--- src/rtl/csa_pkg.sv ---
// Shared definitions for the sequential carry-select adder controller:
// FSM encoding, slice width and the pass-count helper.
package csa_pkg;

    localparam int NIBBLE_W = 4;

    typedef enum logic [1:0] {
        IDLE = 2'd0,
        RUN  = 2'd1,
        DONE = 2'd2
    } state_t;

    // Number of slice passes needed to cover a WIDTH-bit operand.
    function automatic int calc_passes(input int width);
        return width / NIBBLE_W;
    endfunction

endpackage

--- src/rtl/carry_select_adder.sv ---
// Existing 4-bit carry-select adder slice: the low half ripples, the high half
// is precomputed for both carry values and selected by the low-half carry.
module carry_select_adder (
    input  logic [3:0] A,
    input  logic [3:0] B,
    input  logic       cin,
    output logic [3:0] S,
    output logic       cout
);

    logic [2:0] lo;
    logic [2:0] hi_c0;
    logic [2:0] hi_c1;

    assign lo    = {1'b0, A[1:0]} + {1'b0, B[1:0]} + {2'b00, cin};
    assign hi_c0 = {1'b0, A[3:2]} + {1'b0, B[3:2]};
    assign hi_c1 = {1'b0, A[3:2]} + {1'b0, B[3:2]} + 3'd1;

    assign S    = {(lo[2] ? hi_c1[1:0] : hi_c0[1:0]), lo[1:0]};
    assign cout = lo[2] ? hi_c1[2] : hi_c0[2];

endmodule

--- src/rtl/csa_seq_adder_ctrl.sv ---
// WIDTH-bit adder built by running one 4-bit carry_select_adder slice over
// WIDTH/4 cycles, LSB nibble first, with valid/ready on both sides.
module csa_seq_adder_ctrl
    import csa_pkg::*;
#(
    parameter int WIDTH = 16
) (
    input  logic             clk,
    input  logic             rst,
    input  logic             in_valid,
    output logic             in_ready,
    input  logic [WIDTH-1:0] a,
    input  logic [WIDTH-1:0] b,
    input  logic             cin,
    output logic             out_valid,
    input  logic             out_ready,
    output logic [WIDTH-1:0] sum,
    output logic             cout,
    output logic             busy
);

    localparam int N     = calc_passes(WIDTH);
    localparam int CNT_W = (N > 1) ? $clog2(N) : 1;

    generate
        if ((WIDTH % NIBBLE_W) != 0 || WIDTH < NIBBLE_W) begin : g_bad_width
            $error("csa_seq_adder_ctrl: WIDTH must be a positive multiple of 4");
        end
    endgenerate

    state_t             state;
    state_t             state_next;
    logic [WIDTH-1:0]   a_reg;
    logic [WIDTH-1:0]   b_reg;
    logic [WIDTH-1:0]   sum_reg;
    logic               c_reg;
    logic [CNT_W-1:0]   cnt;

    logic [NIBBLE_W-1:0] slice_s;
    logic                slice_cout;
    logic [WIDTH-1:0]    sum_shift;
    logic                accept;
    logic                last_pass;

    carry_select_adder u_slice (
        .A    (a_reg[NIBBLE_W-1:0]),
        .B    (b_reg[NIBBLE_W-1:0]),
        .cin  (c_reg),
        .S    (slice_s),
        .cout (slice_cout)
    );

    // New nibble enters at the top so the first pass ends up in the LSBs.
    generate
        if (WIDTH == NIBBLE_W) begin : g_single
            assign sum_shift = slice_s;
        end else begin : g_multi
            assign sum_shift = {slice_s, sum_reg[WIDTH-1:NIBBLE_W]};
        end
    endgenerate

    assign accept    = in_valid && in_ready;
    assign last_pass = (cnt == CNT_W'(N - 1));

    // NOTE: every always_comb output gets a default first, so no path can
    // leave it unassigned and infer a latch.
    always_comb begin
        state_next = state;
        case (state)
            IDLE:    if (accept)                  state_next = RUN;
            RUN:     if (last_pass)               state_next = DONE;
            DONE:    if (out_valid && out_ready)  state_next = IDLE;
            default:                              state_next = IDLE;
        endcase
    end

    // NOTE: sequential state uses non-blocking assignments so every register
    // samples the pre-edge values of the others.
    always_ff @(posedge clk) begin
        if (rst) begin
            state   <= IDLE;
            a_reg   <= '0;
            b_reg   <= '0;
            sum_reg <= '0;
            c_reg   <= 1'b0;
            cnt     <= '0;
        end else begin
            state <= state_next;
            case (state)
                IDLE: begin
                    if (accept) begin
                        a_reg <= a;
                        b_reg <= b;
                        c_reg <= cin;
                        cnt   <= '0;
                    end
                end
                RUN: begin
                    a_reg   <= a_reg >> NIBBLE_W;
                    b_reg   <= b_reg >> NIBBLE_W;
                    sum_reg <= sum_shift;
                    c_reg   <= slice_cout;
                    cnt     <= last_pass ? '0 : cnt + CNT_W'(1);
                end
                default: ;
            endcase
        end
    end

    // Handshake flags come straight from the state register; rst only masks them.
    assign in_ready  = (state == IDLE) && !rst;
    assign out_valid = (state == DONE) && !rst;
    assign busy      = ((state == RUN) || (state == DONE)) && !rst;
    assign sum       = sum_reg;
    assign cout      = c_reg;

endmodule

--- config.mk ---
export PLATFORM = sky130hd
export DESIGN_NAME = csa_seq_adder_ctrl
export DESIGN_NICKNAME = d
export VERILOG_FILES = /design/src/rtl/csa_pkg.sv /design/src/rtl/carry_select_adder.sv /design/src/rtl/csa_seq_adder_ctrl.sv
export SDC_FILE = /design/constraint.sdc
export NUM_CORES = 1
export LEC_CHECK = 0
export BUFFER_PORTS_ARGS = -buffer_cell sky130_fd_sc_hd__buf_2
export CAP_MARGIN = 20
export CORE_ASPECT_RATIO = 0.6
export CORE_MARGIN = 2
export CORE_UTILIZATION = 50
export CTS_BUF_LIST = sky130_fd_sc_hd__clkbuf_4
export CTS_CLUSTER_DIAMETER = 150
export DETAILED_ROUTE_END_ITERATION = 10
export PLACE_DENSITY = 0.85
export SYNTH_ARGS = -nofsm -noshare
export SYNTH_HDL_FRONTEND = slang
export SYNTH_HIERARCHICAL = 1
export SYNTH_SLANG_ARGS = --single-unit
--- constraint.sdc ---
create_clock -name clk -period 3.75 [get_ports clk]
set_clock_uncertainty 0.15 [all_clocks]
set_input_delay 0.75 -clock clk [delete_from_list [all_inputs] [get_ports clk]]
set_output_delay 0.75 -clock clk [all_outputs]
set_load 0.01 [all_outputs]
---- After elaboration in Yosys (flattened, before gate mapping) ----
Index checks and enable logic that the tools add are counted.
W data, S select, Z words.
storage, ports and cells
  output and inout bits ................... 20
  ROM bits ................................ 0
  flip-flop bits (word level) ............. 53
  memories kept ........................... 0
  bits in writable memories ............... 0
  bits in latches ......................... 0
  logic and storage cells ................. 43
  bits of input ports ..................... 37
cells by class
  reductions and logical operators ........ 11
  mux-type cells .......................... 15
  bitwise gates (word level) .............. 0
  $mul .................................... 0
  eq/ne operators ......................... 6
  div/mod/pow operators ................... 0
  shift operators ......................... 0
  magnitude comparators ................... 0
  add/sub/neg operators ................... 5
operators by type and width
  cell                   count
  $pmux W16 S2           2
  $mux W16               2
  $mux W2                6
  $add A2 B2 Y3          2
  $ne A2 B2 Y1 const B   3
  $pmux W2 S3            1
  $logic_and A1 B1 Y1    5
  $eq A2 B2 Y1 const B   2
  $pmux W2 S2            1
  $add A3 B1 Y3          1
  $add A3 B1 Y3 const B  1
  $reduce_and A3 Y1      1
  $add A2 B1 Y2 const B  1
  $eq A2 B1 Y1 const B   1
  $logic_not A2 Y1       1
  $mux W1                2
  $pmux W1 S2            1
  $reduce_and A2 Y1      1
  $reduce_bool A2 Y1     1
  $logic_not A1 Y1       1
  $logic_or A1 B1 Y1     1

---- Longest topological paths before layout ----
  word-level depth ........................ 5
  mapped depth ............................ 9
  depth with buffers taken out ............ 9

---- Modules after synthesis ----
Netlist, hierarchy kept.
modules (own cells, without submodules)
  module              area an instance (um^2)  cells each  instances
  csa_seq_adder_ctrl  2447.3                   236         1
  carry_select_adder  151.4                    19          1

---- Worst setup path after synthesis ----
Ideal clock, no wire load.
  kind .................................... input to output
  start point ............................. input rst
  end point ............................... output busy
  arrival ................................. 1.127 ns
  buffers on the path ..................... 1
  setup slack ............................. 1.723 ns
  stages on the path ...................... 2
  cell sequence ........................... clkbuf_1 -> nor2b_1
on the way
  cells in the longest elaborated chain, start to end .. 2
RTL lines
  item                 RTL line                   text
  start: declaration   csa_seq_adder_ctrl.sv:9    input logic rst,
  $logic_not A1 Y1     csa_seq_adder_ctrl.sv:113  assign busy = ((state == RUN) || (state == DONE)) && !rst;
  $logic_and A1 B1 Y1  csa_seq_adder_ctrl.sv:113
  end: declaration     csa_seq_adder_ctrl.sv:19   output logic busy
Every way passes these cells.

---- Worst setup path in the final report ----
  start point ............................. register state[0]
  end point ............................... output in_ready
on the way
  cells in the longest elaborated chain, start to end .. 2
RTL lines
  item                      RTL line                   text
  start: declaration        csa_seq_adder_ctrl.sv:31   state_t state;
  start signal: assignment  csa_seq_adder_ctrl.sv:88   state <= state_next;
  $logic_not A2 Y1          csa_seq_adder_ctrl.sv:111  assign in_ready = (state == IDLE) && !rst;
  $logic_and A1 B1 Y1       csa_seq_adder_ctrl.sv:111
  end: declaration          csa_seq_adder_ctrl.sv:11   output logic in_ready,
Every way passes these cells.

==> flow_metrics.env <==
export IMPL_outcome="finished, final reports clean"
export IMPL_drtPass1Iterations=4
export IMPL_slowest_delay_ns=0.44
export IMPL_cts_tree="done"
export IMPL_nNetsFinal=348
export IMPL_fp_coreArea_mm2=0.00503
export IMPL_tightestPinTransition_ns=0.729
export IMPL_drv_cap=0
export IMPL_crit_chain="inv_1 -> ha_1 -> nor2b_1 -> buf_2"
export IMPL_slew_viol_final=0
export IMPL_worstSetupEndpointType="output port"
export IMPL_clockPowerShare=0.126
export IMPL_clk_latency_ns=0.38
export IMPL_place_ws_ns=1.15
export IMPL_synth_nets=302
export IMPL_postCtsHoldBufs=0
export IMPL_finalSetupTns_ns=0
export IMPL_yosysTopAreaCell="dfxtp_1"
export IMPL_start_util=0.517
export IMPL_worst_ir_drop_vdd_mv=0.316
export IMPL_netlist_area_mm2=0.00260
export IMPL_relSlewSlack=0.514
export IMPL_synth_edff_count=0
export IMPL_grt_max_degree=49
export IMPL_ys_top_cells_by_area="dfxtp_1, mux2i_1, a211oi_2, nor3_1, ha_1"
export IMPL_rows=20
export IMPL_setup_slack_ns=1.24
export IMPL_leakagePower_nw=1.20
export IMPL_synth_ff_type="dfxtp_1"
export IMPL_clock_tree_buffer_depth=2
export IMPL_finalSetupViolations=0
export IMPL_worstSetupPathType="flip-flop to output port"
export IMPL_hp_class="flip-flop to flip-flop"
export IMPL_antenna_found_initial=0
export IMPL_critPathBufInv=2
export IMPL_track_usage=0.192
export IMPL_num_vias=1960
export IMPL_final_cells=367
export IMPL_crit_family="adder cells"
export IMPL_wl_met1_mm=2.81
export IMPL_clkSinkCount=53
export IMPL_area_delta_synth_final_pct=13.6
export IMPL_pwr_share_comb=0.483
export IMPL_avgSynthCellArea_um2=10.2
export IMPL_first_global_vias=1841
export IMPL_cp_start_kind="flip-flop"
export IMPL_grt_overflow=0
export IMPL_rsz0062_at_grt="false"
export IMPL_hold_slack_ns=0.360
export IMPL_cts_root_buf="clkbuf_4"
export IMPL_hpwlAfterDp_mm=3.78
export IMPL_yosysSeqAreaShare=0.408
export IMPL_viasPerCell=5.34
export IMPL_routabilityCongestion=0.740
export IMPL_holdCritStartpoint="sum[1]"
export IMPL_drt_iter0_drc=101
export IMPL_netlist_instances=255
export IMPL_rr_startpoint="state[0]"
export IMPL_wl_met2_mm=2.25
export IMPL_synth_seq_cells=53
export IMPL_h_tree_depth=2
export IMPL_final_fill_count=442
export IMPL_drt_antenna_violating_nets=0
export IMPL_multi_input_area_mm2=0.00136
export IMPL_die_y_um=59.8
export IMPL_hold_violations=0
export IMPL_drive_gt1_frac=0.299
export IMPL_die_w_um=97.1
export IMPL_cts_resized=0
export IMPL_finalCritPeriodShare=0.669
export IMPL_cp_max_fo=12
export IMPL_wirelength_mm=5.35
export IMPL_p_sw_w=0.000768
export IMPL_crit_required_ns=2.85
export IMPL_arrival_ns=1.61
export IMPL_ys_async_sr_fraction=0
export IMPL_synth_top_area_frac=0.408
export IMPL_power_density_mw_per_mm2=660
export IMPL_synthTopCellsByCount="dfxtp_1, mux2i_1, nor3_1"
export IMPL_grt_pass1_wl_mm=8.91
export IMPL_cell_internal_pwr_w=0.00118
export IMPL_die_area_mm2=0.00581
export IMPL_numCtsBuffers=5
export IMPL_cp_slowest_cell="ha_1"
export IMPL_io_buffers=56
export IMPL_finalCriticalPeriod_ns=2.51
export IMPL_drc_errors=0
export IMPL_fmax_ghz=0.399
export IMPL_post_synth_top_count_cell="dfxtp_1"
export IMPL_clkTransAtPathRegs_ns=0.15
export IMPL_sequentialPowerShare=0.391
export IMPL_io_pins=57
export IMPL_top_layer_used="met4"
export IMPL_cp_startpoint="state[0]"
export IMPL_wl_per_cell_um=14.6
export IMPL_wl_met3_um=263
export IMPL_synth_distinct_cells=33
export IMPL_num_antenna_cells=0
export IMPL_seq_area_mm2=0.00106
export IMPL_switching_share=0.394
export IMPL_placedCellCount=360
export IMPL_post_cts_setup_buffers=0
export IMPL_p_total_w=0.00195
export IMPL_yosys_warnings=6
[layout by cell type, fill, tap and decap left out, drive strengths merged, types with 2 or more instances in the layout]
cell,count
a211oi,25
a22oi,3
a2bb2oi,5
and2b,2
and3b,2
buf,61
clkbuf,5
dfxtp,53
fa,3
ha,7
inv,16
mux2i,42
nand2,2
nand2b,4
nand4,2
nor2,20
nor2b,4
nor3,25
o21ai,3
o31ai,2
o32ai,5
or2,2
xor2,2
[power by group through the flow]
| stage | registers, W | clock network [W] | logic [W] |
|---|---|---|---|
| finish | 0.000762 | 0.000246 | 0.000941 |
| global route | 0.000778 | 0.000279 | 0.00103 |
| CTS | 0.000762 | 0.000251 | 0.000942 |
| detailed placement | 0.000774 | 0 | 0.000938 |
| global placement | 0.000769 | 0 | 0.000881 |
| floorplan | 0.000764 | 0 | 0.000765 |
[cell type report]
class                   count  area share
well taps                  66      0.0280
repair buffers             61       0.114
inverters                  16      0.0203
clock inverters             2     0.00382
flip-flops and latches     53       0.359
clock buffers               5      0.0127
multi-input cells         164       0.461
[layer usage]
layer  up-vias  track usage
met1       911        0.279
li1       1005            -
met2        42        0.290
met5         -            0
met4         0       0.0302
met3         2       0.0585
[worst min-delay path: cells and delay by family, from the launching register on]
family           cells  cell delay [ns]
flip-flops           1             0.35
AND/OR/NAND/NOR      1             0.07
multiplexers         1             0.06
[through the flow]
stage / utilization / cell area (um2)
after floorplan: - / 2600
after global placement: 0.572 / 2880
after detailed placement: 0.577 / 2900
after CTS: 0.587 / 2950
after global routing: 0.587 / 2950
final: 0.587 / 2950
[worst paths after layout]
path / slack [ns] / end / cells after the start
worst max-delay path: 1.24 / in_ready / 4
worst min-delay path: 0.36 / sum[1] / 2
worst max register to register: 1.39 / b_reg[1] / 7
worst min register to register: 0.36 / sum[1] / 2
[cell families (layout without fill, tap and decap cells)]
| family | after synthesis | after routing | synth area share |
|---|---|---|---|
| multiplexers | 42 | 42 | 0.162 |
| flip-flops | 53 | 53 | 0.408 |
| AO/OA/AOI/OAI | 44 | 44 | 0.166 |
| buffers and inverters | 38 | 84 | 0.0698 |
| AND/OR/NAND/NOR | 66 | 66 | 0.130 |
| adder cells (fa/ha/maj) | 10 | 10 | 0.0568 |
| XOR/XNOR | 2 | 2 | 0.00674 |
No activity file was read; power rests on OpenSTA's default activity.
